File: config.mk
export PLATFORM = sky130hd
export DESIGN_NAME = hazard_stall_controller_flat
export DESIGN_NICKNAME = d
export VERILOG_FILES = /design/src/rtl/hazard_stall_controller_if.sv /design/src/rtl/hazard_stall_controller.sv /design/src/flat_wrapper.sv
export SDC_FILE = /design/constraint.sdc
export NUM_CORES = 1
export LEC_CHECK = 0
export ABC_AREA = 1
export CAP_MARGIN = 0
export CORE_MARGIN = 3
export CORE_UTILIZATION = 31
export CTS_BUF_LIST = sky130_fd_sc_hd__clkbuf_8 sky130_fd_sc_hd__clkbuf_16
export CTS_CLUSTER_SIZE = 12
export DETAILED_ROUTE_END_ITERATION = 10
export PLACE_DENSITY = 0.56
export SLEW_MARGIN = 15
export SYNTH_ARGS = -nofsm -noshare
export SYNTH_HDL_FRONTEND = slang
export SYNTH_SLANG_ARGS = --single-unit
File: constraint.sdc
create_clock -name clk -period 1.94 [get_ports clk]
set_input_delay 0.388 -clock clk [delete_from_list [all_inputs] [get_ports clk]]
set_output_delay 0.388 -clock clk [all_outputs]
set_load 0.01 [all_outputs]
File: src/rtl/hazard_stall_controller_if.sv
// Interface between ID decode / pipeline-enable logic and the hazard stall controller.
// master: decode side (drives instruction info, sees stall controls).
// slave:  the controller.
interface hazard_stall_if #(
    parameter int REG_W = 4
);
    logic             forwarding;
    logic             id_valid;
    logic [REG_W-1:0] id_src1;
    logic [REG_W-1:0] id_src2;
    logic             id_use_src2;
    logic             id_wb_en;
    logic             id_mem_read;
    logic             id_mem_acc;
    logic [REG_W-1:0] id_dest;
    logic             branch_taken;
    logic             mem_ready;
    logic             freeze_front;
    logic             bubble_ex;
    logic             freeze_all;
    logic             mem_timeout;
    logic [31:0]      stall_cycles;

    modport master (
        output forwarding, id_valid, id_src1, id_src2, id_use_src2, id_wb_en,
               id_mem_read, id_mem_acc, id_dest, branch_taken, mem_ready,
        input  freeze_front, bubble_ex, freeze_all, mem_timeout, stall_cycles
    );

    modport slave (
        input  forwarding, id_valid, id_src1, id_src2, id_use_src2, id_wb_en,
               id_mem_read, id_mem_acc, id_dest, branch_taken, mem_ready,
        output freeze_front, bubble_ex, freeze_all, mem_timeout, stall_cycles
    );
endinterface

File: src/rtl/hazard_stall_controller.sv
// Hazard / stall sequencer for a 5-stage pipeline.
// Shadows the EX and MEM destinations, detects RAW hazards for the ID
// instruction, and freezes the whole pipe while data memory is busy.
// Optional macro HAZARD_PERF_EN: builds a saturating stall_cycles counter
// (bubble_ex cycles); without it stall_cycles is tied to zero.
module hazard_stall_controller #(
    parameter int REG_W       = 4,
    parameter int MEM_TIMEOUT = 255,
    parameter int CNT_W       = 8
) (
    input logic          clk,
    input logic          rst,
    hazard_stall_if.slave hs
);
    typedef struct packed {
        logic             valid;
        logic [REG_W-1:0] dest;
        logic             wb_en;
        logic             mem_read;
        logic             mem_acc;
    } slot_t;

    typedef enum logic {RUN, WAIT_MEM} state_t;

    slot_t            ex_q, mem_q;
    state_t           state;
    logic [CNT_W-1:0] wait_cnt;
    logic             timeout_q;
    logic             ex_hit, mem_hit, hz, freeze_all, bubble;

    // Source/destination match against each shadow slot
    always_comb begin
        ex_hit  = ex_q.valid & ex_q.wb_en &
                  ((ex_q.dest == hs.id_src1) | (hs.id_use_src2 & (ex_q.dest == hs.id_src2)));
        mem_hit = mem_q.valid & mem_q.wb_en &
                  ((mem_q.dest == hs.id_src1) | (hs.id_use_src2 & (mem_q.dest == hs.id_src2)));
    end

    // Hazard decision; a taken branch squashes ID so it never stalls
    always_comb begin
        hz = 1'b0;
        if (hs.forwarding)
            hz = hs.id_valid & ex_hit & ex_q.mem_read;
        else
            hz = hs.id_valid & (ex_hit | mem_hit);
        if (hs.branch_taken)
            hz = 1'b0;
        freeze_all = mem_q.valid & mem_q.mem_acc & ~hs.mem_ready;
        bubble     = hz & ~freeze_all;
    end

    assign hs.freeze_front = hz | freeze_all;
    assign hs.bubble_ex    = bubble;
    assign hs.freeze_all   = freeze_all;
    assign hs.mem_timeout  = timeout_q;

    // Shadow slots advance with the pipeline and hold while it is frozen
    always_ff @(posedge clk) begin
        if (rst) begin
            ex_q  <= '0;
            mem_q <= '0;
        end else if (!freeze_all) begin
            if (bubble | hs.branch_taken | ~hs.id_valid)
                ex_q <= '0;
            else
                ex_q <= '{valid: 1'b1, dest: hs.id_dest, wb_en: hs.id_wb_en,
                          mem_read: hs.id_mem_read, mem_acc: hs.id_mem_acc};
            mem_q <= ex_q;
        end
    end

    // Memory-wait FSM with saturating wait counter and sticky timeout flag
    always_ff @(posedge clk) begin
        if (rst) begin
            state     <= RUN;
            wait_cnt  <= '0;
            timeout_q <= 1'b0;
        end else begin
            case (state)
                RUN: begin
                    if (freeze_all) begin
                        state    <= WAIT_MEM;
                        wait_cnt <= '0;
                    end
                end
                WAIT_MEM: begin
                    if (hs.mem_ready)
                        state <= RUN;
                    else if (wait_cnt != '1)
                        wait_cnt <= wait_cnt + 1'b1;
                    if (wait_cnt == CNT_W'(MEM_TIMEOUT))
                        timeout_q <= 1'b1;
                end
                default: state <= RUN;
            endcase
        end
    end

`ifdef HAZARD_PERF_EN
    logic [31:0] stall_q;

    // Count injected bubbles, saturating at all-ones
    always_ff @(posedge clk) begin
        if (rst)
            stall_q <= '0;
        else if (bubble && (stall_q != 32'hFFFF_FFFF))
            stall_q <= stall_q + 32'd1;
    end

    assign hs.stall_cycles = stall_q;
`else
    assign hs.stall_cycles = 32'd0;
`endif

endmodule

File: src/flat_wrapper.sv
// flat-port wrapper written by rule: the top's interface ports become plain ports
module hazard_stall_controller_flat 
#(
    parameter int REG_W       = 4,
    parameter int MEM_TIMEOUT = 255,
    parameter int CNT_W       = 8
)
  (clk, rst, hs_forwarding, hs_id_valid, hs_id_src1, hs_id_src2, hs_id_use_src2, hs_id_wb_en, hs_id_mem_read, hs_id_mem_acc, hs_id_dest, hs_branch_taken, hs_mem_ready, hs_freeze_front, hs_bubble_ex, hs_freeze_all, hs_mem_timeout, hs_stall_cycles);
  hazard_stall_if #(.REG_W(REG_W)) hs_i ();
  input logic clk;
  input logic rst;
  input wire logic [$bits(hs_i.forwarding)-1:0] hs_forwarding;
  input wire logic [$bits(hs_i.id_valid)-1:0] hs_id_valid;
  input wire logic [$bits(hs_i.id_src1)-1:0] hs_id_src1;
  input wire logic [$bits(hs_i.id_src2)-1:0] hs_id_src2;
  input wire logic [$bits(hs_i.id_use_src2)-1:0] hs_id_use_src2;
  input wire logic [$bits(hs_i.id_wb_en)-1:0] hs_id_wb_en;
  input wire logic [$bits(hs_i.id_mem_read)-1:0] hs_id_mem_read;
  input wire logic [$bits(hs_i.id_mem_acc)-1:0] hs_id_mem_acc;
  input wire logic [$bits(hs_i.id_dest)-1:0] hs_id_dest;
  input wire logic [$bits(hs_i.branch_taken)-1:0] hs_branch_taken;
  input wire logic [$bits(hs_i.mem_ready)-1:0] hs_mem_ready;
  output wire logic [$bits(hs_i.freeze_front)-1:0] hs_freeze_front;
  output wire logic [$bits(hs_i.bubble_ex)-1:0] hs_bubble_ex;
  output wire logic [$bits(hs_i.freeze_all)-1:0] hs_freeze_all;
  output wire logic [$bits(hs_i.mem_timeout)-1:0] hs_mem_timeout;
  output wire logic [$bits(hs_i.stall_cycles)-1:0] hs_stall_cycles;
  assign hs_i.forwarding = hs_forwarding;
  assign hs_i.id_valid = hs_id_valid;
  assign hs_i.id_src1 = hs_id_src1;
  assign hs_i.id_src2 = hs_id_src2;
  assign hs_i.id_use_src2 = hs_id_use_src2;
  assign hs_i.id_wb_en = hs_id_wb_en;
  assign hs_i.id_mem_read = hs_id_mem_read;
  assign hs_i.id_mem_acc = hs_id_mem_acc;
  assign hs_i.id_dest = hs_id_dest;
  assign hs_i.branch_taken = hs_branch_taken;
  assign hs_i.mem_ready = hs_mem_ready;
  assign hs_freeze_front = hs_i.freeze_front;
  assign hs_bubble_ex = hs_i.bubble_ex;
  assign hs_freeze_all = hs_i.freeze_all;
  assign hs_mem_timeout = hs_i.mem_timeout;
  assign hs_stall_cycles = hs_i.stall_cycles;
  hazard_stall_controller #(.REG_W(REG_W), .MEM_TIMEOUT(MEM_TIMEOUT), .CNT_W(CNT_W)) u_core (.clk(clk), .rst(rst), .hs(hs_i));
endmodule
**Yosys cells after proc, flatten, opt, wreduce, memory -nomap -nowiden**

Cells that the tools add are included.

- Register bits after elaboration: 25
- Bits in latches: 0
- Bits in writable memories: 0
- ROM bits: 0
- Output and inout port bits: 36
- Word-level logic and storage cells: 56
- Memories kept: 0

- Add/subtract/negate cells: 1
- Multiply operators: 0
- Div/mod/pow operators: 0
- Magnitude comparators: 0
- Equality and inequality tests: 9
- Shifts and indexed selects: 0
- Multiplexer cells: 10
- Bitwise gates (word level): 22
- Reductions and logical operators: 2

Operators by type and width:

| cell | count |
|---|---|
| 8-bit two-way mux | 4 |
| 4-bit equality test | 4 |
| 8-bit one-hot mux with 2 select lines | 1 |
| 1-bit bitwise AND | 12 |
| 8-bit by 1-bit adder with 8-bit output, second input constant | 1 |
| 8-bit equality test, second input constant | 1 |
| 8-bit != test, second input constant | 1 |
| 1-bit bitwise OR | 6 |
| 1-bit two-way mux | 4 |
| 2-bit != test, second input constant | 2 |
| 1-bit inverter | 4 |
| 3-bit AND reduction | 1 |
| 2-bit by 1-bit != test with 1-bit output, second input constant | 1 |
| 1-bit one-hot mux with 2 select lines | 1 |
| 2-bit AND reduction | 1 |

**Depth between registers and ports, before layout**

- Depth in word-level cells: 12
- Mapped depth: 10

**Worst setup path before layout**

No wires, ideal clock.

- Path kind: input -> output
- Start point: in hs_id_src2[0]
- End point: out hs_bubble_ex
- Arrival: 1144 ps
- Data required time: 1552 ps
- Setup slack: 408 ps
- Stages: 9
- Buffers on the path: 0
- Cell sequence: inv_1 > o21ai_0 > nor2_1 > nand3_1 > nand2_1 > nand2_2 > nand2_1 > nand3_1 > nor2_1

- Cells in the longest elaborated chain, start to end: 9
- Elaborated cells on any way between the ends: 15
- Classes of those cells: 2 x eq/ne; 2 x mux; 11 x bitwise

Ends and longest elaborated chain:

| item | RTL line | text |
|---|---|---|
| from (decl) | flat_wrapper.sv:15 | `input wire logic [$bits(hs_i.id_src2)-1:0] hs_id_src2;` |
| 4-bit equality test (on tied branches) | hazard_stall_controller.sv:34, hazard_stall_controller.sv:36 |  |
| 1-bit bitwise AND (on tied branches) | hazard_stall_controller.sv:34, hazard_stall_controller.sv:36 |  |
| 1-bit bitwise OR (on tied branches) | hazard_stall_controller.sv:34, hazard_stall_controller.sv:36 |  |
| 1-bit bitwise AND (on tied branches) | hazard_stall_controller.sv:33, hazard_stall_controller.sv:35 |  |
| 1-bit bitwise OR or 1-bit bitwise AND (tied branches) | hazard_stall_controller.sv:45, hazard_stall_controller.sv:43 |  |
| 1-bit bitwise AND (on tied branches) | hazard_stall_controller.sv:45, hazard_stall_controller.sv:43 |  |
| 1-bit two-way mux (*) | hazard_stall_controller.sv:42 | `if (hs.forwarding)` |
| 1-bit two-way mux (*) | hazard_stall_controller.sv:46 | `if (hs.branch_taken)` |
| 1-bit bitwise AND (*) | hazard_stall_controller.sv:49 | `bubble = hz & ~freeze_all;` |
| to (decl) | flat_wrapper.sv:24 | `output wire logic [$bits(hs_i.bubble_ex)-1:0] hs_bubble_ex;` |

Mark *: on every way between the ends. The rest lies on a longest branch, timed or not.

**Worst setup path in the final report**

- Start point: in hs_id_src1[3]
- End point: out hs_bubble_ex

- Cells in the longest elaborated chain, start to end: 8
- Elaborated cells on any way between the ends: 13
- Classes of those cells: 2 x eq/ne; 2 x mux; 9 x bitwise

Ends and longest elaborated chain:

| item | RTL line | text |
|---|---|---|
| from (decl) | flat_wrapper.sv:14 | `input wire logic [$bits(hs_i.id_src1)-1:0] hs_id_src1;` |
| 4-bit equality test (on tied branches) | hazard_stall_controller.sv:34, hazard_stall_controller.sv:36 |  |
| 1-bit bitwise OR (on tied branches) | hazard_stall_controller.sv:34, hazard_stall_controller.sv:36 |  |
| 1-bit bitwise AND (on tied branches) | hazard_stall_controller.sv:33, hazard_stall_controller.sv:35 |  |
| 1-bit bitwise OR or 1-bit bitwise AND (tied branches) | hazard_stall_controller.sv:45, hazard_stall_controller.sv:43 |  |
| 1-bit bitwise AND (on tied branches) | hazard_stall_controller.sv:45, hazard_stall_controller.sv:43 |  |
| 1-bit two-way mux (*) | hazard_stall_controller.sv:42 |  |
| 1-bit two-way mux (*) | hazard_stall_controller.sv:46 |  |
| 1-bit bitwise AND (*) | hazard_stall_controller.sv:49 |  |

Marked as above.

==> flow_metrics.py <==
metrics = {
    "cts": {
        "cts_sinks": 25,
        "htree_levels": 1,
        "cts_tree": "yes",
        "clk_pin_slew_worst_paths_ns": 0.09,
        "clk_latency_ns": 0.27,
        "numCtsBuffers": 3,
        "clockBufferDepth": 2,
        "cts_root_buf": "clkbuf_8",
    },
    "yosys": {
        "synthDistinctLibCells": 28,
        "synthCells": 230,
        "synthesis.area_per_instance_um2": 6.97,
        "ys.warnings.count": 0,
        "netlist_area_um2": 1600,
        "ys_seq_elements": 25,
        "ys_seq_area_share_pct": 31.2,
    },
    "setup_path": {
        "cp-start-kind": "input port",
        "required_ns": 1.55,
        "cp_cell_sequence": "dlygate4sd2_1, xor2_1, nor2_1, nand2_1, nand2_2, nand2_2, nand2_2, nand3_2, nor2_1, buf_2",
        "end_kind": "output pin",
        "cpMostUsedCell": "nand2_2",
        "arrival_ns": 1.47,
        "critPathKind": "in -> out",
        "cp_max_fo": 3,
        "cp_slowest_cell": "dlygate4sd2_1",
        "critPathMaxStageDelay_ns": 0.26,
    },
    "finish": {
        "areaGrowthSynthToFinish_pct": 23.2,
        "antenna_cells": 0,
        "stdcell_count": 339,
        "fillCellCount": 542,
        "drive_gt1_share_pct": 21.7,
        "nNetsFinal": 296,
        "layout_commonest_cell": "nand2_1",
        "layout_common_cells": "nand2_1, nor2_1, conb_1",
    },
    "die": {
        "die_area_um2": 6070,
        "io_pins": 58,
        "rows": 25,
        "initial_core_util_pct": 33.1,
        "die_w_um": 77.9,
        "core_um2": 4850,
        "die_y_um": 77.9,
    },
    "route": {
        "vias": 1378,
        "routed_wirelength_um": 3240,
        "viasPerCell": 4.06,
        "routedWlPerCell_um": 9.57,
        "drtPass1Iterations": 4,
        "first_iter_violations": 13,
        "drc": 0,
        "antenna_left": 0,
    },
    "power_and_ir_drop": {
        "ir_drop_v": 0.000260,
        "power_density_nw_per_um2": 500,
        "leakage_nw": 0.901,
    },
    "global_routing": {
        "grt_usage_pct": 10.7,
        "grt_pass1_vias": 1209,
        "grt_max_degree": 19,
        "antenna_found_initial": 0,
        "gr-total-overflow": 0,
        "grt_first_pass_wirelength_um": 5290,
    },
    "min_path": {
        "hold_path.class": "reg -> reg",
    },
    "job": {
        "maxCapViolCount": 0,
    },
    "placement": {
        "globalplace.congestion": 0.753,
        "io_buffers": 25,
        "dpl.cell_count": 330,
        "dp_hpwl_um": 2500,
    },
    "sta": {
        "fin_skew_ns": 0.00729,
        "worst_hold_slack_ns": 0.460,
        "clock.fmax_mhz": 538,
        "slew_violations": 0,
        "rsz0062_at_grt": "true",
        "hold_viol": 0,
        "post-route-period-util_pct": 95.8,
        "fin_crit_ns": 1.86,
        "setup_viol": 0,
    },
    "outcome": {
        "status": "finished, final reports clean",
    },
}
per-layer routing:
layer,GRT usage (%),wire [um],vias to the layer above
li1,-,-,749
met1,13.8,1550,589
met2,17.7,1480,36
met3,1.74,182,4
met4,4.20,31,0
met5,0,0,-
logic make-up after synthesis:
kind of cell             after synthesis  synth area share [%]
AO/OA/AOI/OAI                         32                  11.1
other                                  1                 0.234
AND/OR/NAND/NOR                      103                  30.2
flip-flops                            25                  31.2
adder cells (fa/ha/maj)                1                 0.780
XOR/XNOR                               8                  4.37
buffers and inverters                 60                  22.2
where the power goes:
part / switching, mW / internal [mW]
logic: 0.0794 / 0.0618
registers: 0.00645 / 0.521
clock network: 0.174 / 0.146
total: 0.260 / 0.728
cell usage after synthesis:
| cell type | number | share of area (%) |
|---|---|---|
| o21bai_1 | 1 | 0.47 |
| nand4_1 | 8 | 3.1 |
| inv_4 | 1 | 0.39 |
| a21oi_4 | 1 | 1.0 |
| inv_1 | 18 | 4.2 |
| clkbuf_1 | 2 | 0.47 |
| o21ai_2 | 1 | 0.55 |
| nand2_4 | 1 | 0.70 |
| inv_2 | 5 | 1.2 |
| conb_1 | 1 | 0.23 |
| a21oi_1 | 18 | 5.6 |
| xnor2_1 | 2 | 1.1 |
| nor2_2 | 2 | 0.78 |
| nand2_2 | 3 | 1.2 |
| nand3_2 | 1 | 0.62 |
| nor3b_2 | 1 | 0.78 |
| buf_4 | 34 | 16 |
| nor2_1 | 32 | 7.5 |
| nand2_1 | 44 | 10 |
| nand3_4 | 1 | 1.1 |
| dfxtp_1 | 25 | 31 |
| o21ai_1 | 1 | 0.31 |
| o21ai_0 | 10 | 3.1 |
| nor3_1 | 1 | 0.31 |
| ha_1 | 1 | 0.78 |
| nand3_1 | 8 | 2.5 |
| xor2_1 | 6 | 3.3 |
| nor4_4 | 1 | 1.3 |
metrics by stage:
step	instance area, um2	utilization [%]	power, mW	setup WS, ns	setup TNS [ns]
floorplan	1720	-	0.662	0.408	0
global placement	1890	39.0	0.682	-0.609	-1.21
detailed placement	1890	39.0	0.682	-0.625	-1.23
CTS	1960	40.5	0.997	0.00688	0
global route	1980	40.7	1.03	-0.0700	-0.101
finish	1980	40.7	0.988	0.0809	0
path summary, 6_finish.rpt:
path	start	end	slack, ns	depth (start not counted)
worst min-delay path	u_core.hs.mem_timeout	u_core.hs.mem_timeout	0.46	2
worst min register to register	u_core.hs.mem_timeout	u_core.hs.mem_timeout	0.46	2
worst max register to register	u_core.ex_q[6]	u_core.ex_q[5]	0.17	12
worst max-delay path	hs_id_src1[3]	hs_bubble_ex	0.08	10
critical path, delay by kind of cell:
kind / cells / cell delay, ns
AND/OR/NAND/NOR: 7 / 0.54
buffers and inverters: 2 / 0.39
XOR/XNOR: 1 / 0.15
cell type report:
type                            instances  area (um2)  share of cell area (%)
Timing Repair Buffer                   43         359                    18.2
Multi-Input combinational cell        176         883                    44.7
Inverter                               24        92.6                    4.69
Clock inverter                          1        7.51                   0.380
Sequential cell                        25         508                    25.7
Clock buffer                            3        41.3                    2.09
Tap cell                               67        83.8                    4.24
flip-flops by register name, indices dropped and copies added, names as in the netlist:
| name | cells |
|---|---|
| u_core.ex_q | 8 |
| u_core.hs.mem_timeout | 1 |
| u_core.mem_q | 7 |
| u_core.state | 1 |
| u_core.wait_cnt | 8 |
what timing repair did:
action,CTS,global route
resized for setup,24,13
setup buffers,5,1
setup endpoints to repair,3,10
endpoints found under the hold margin,0,0
hold buffers,0,0
pin swaps,5,10
Note: power is estimated with default switching activity, not from simulation.
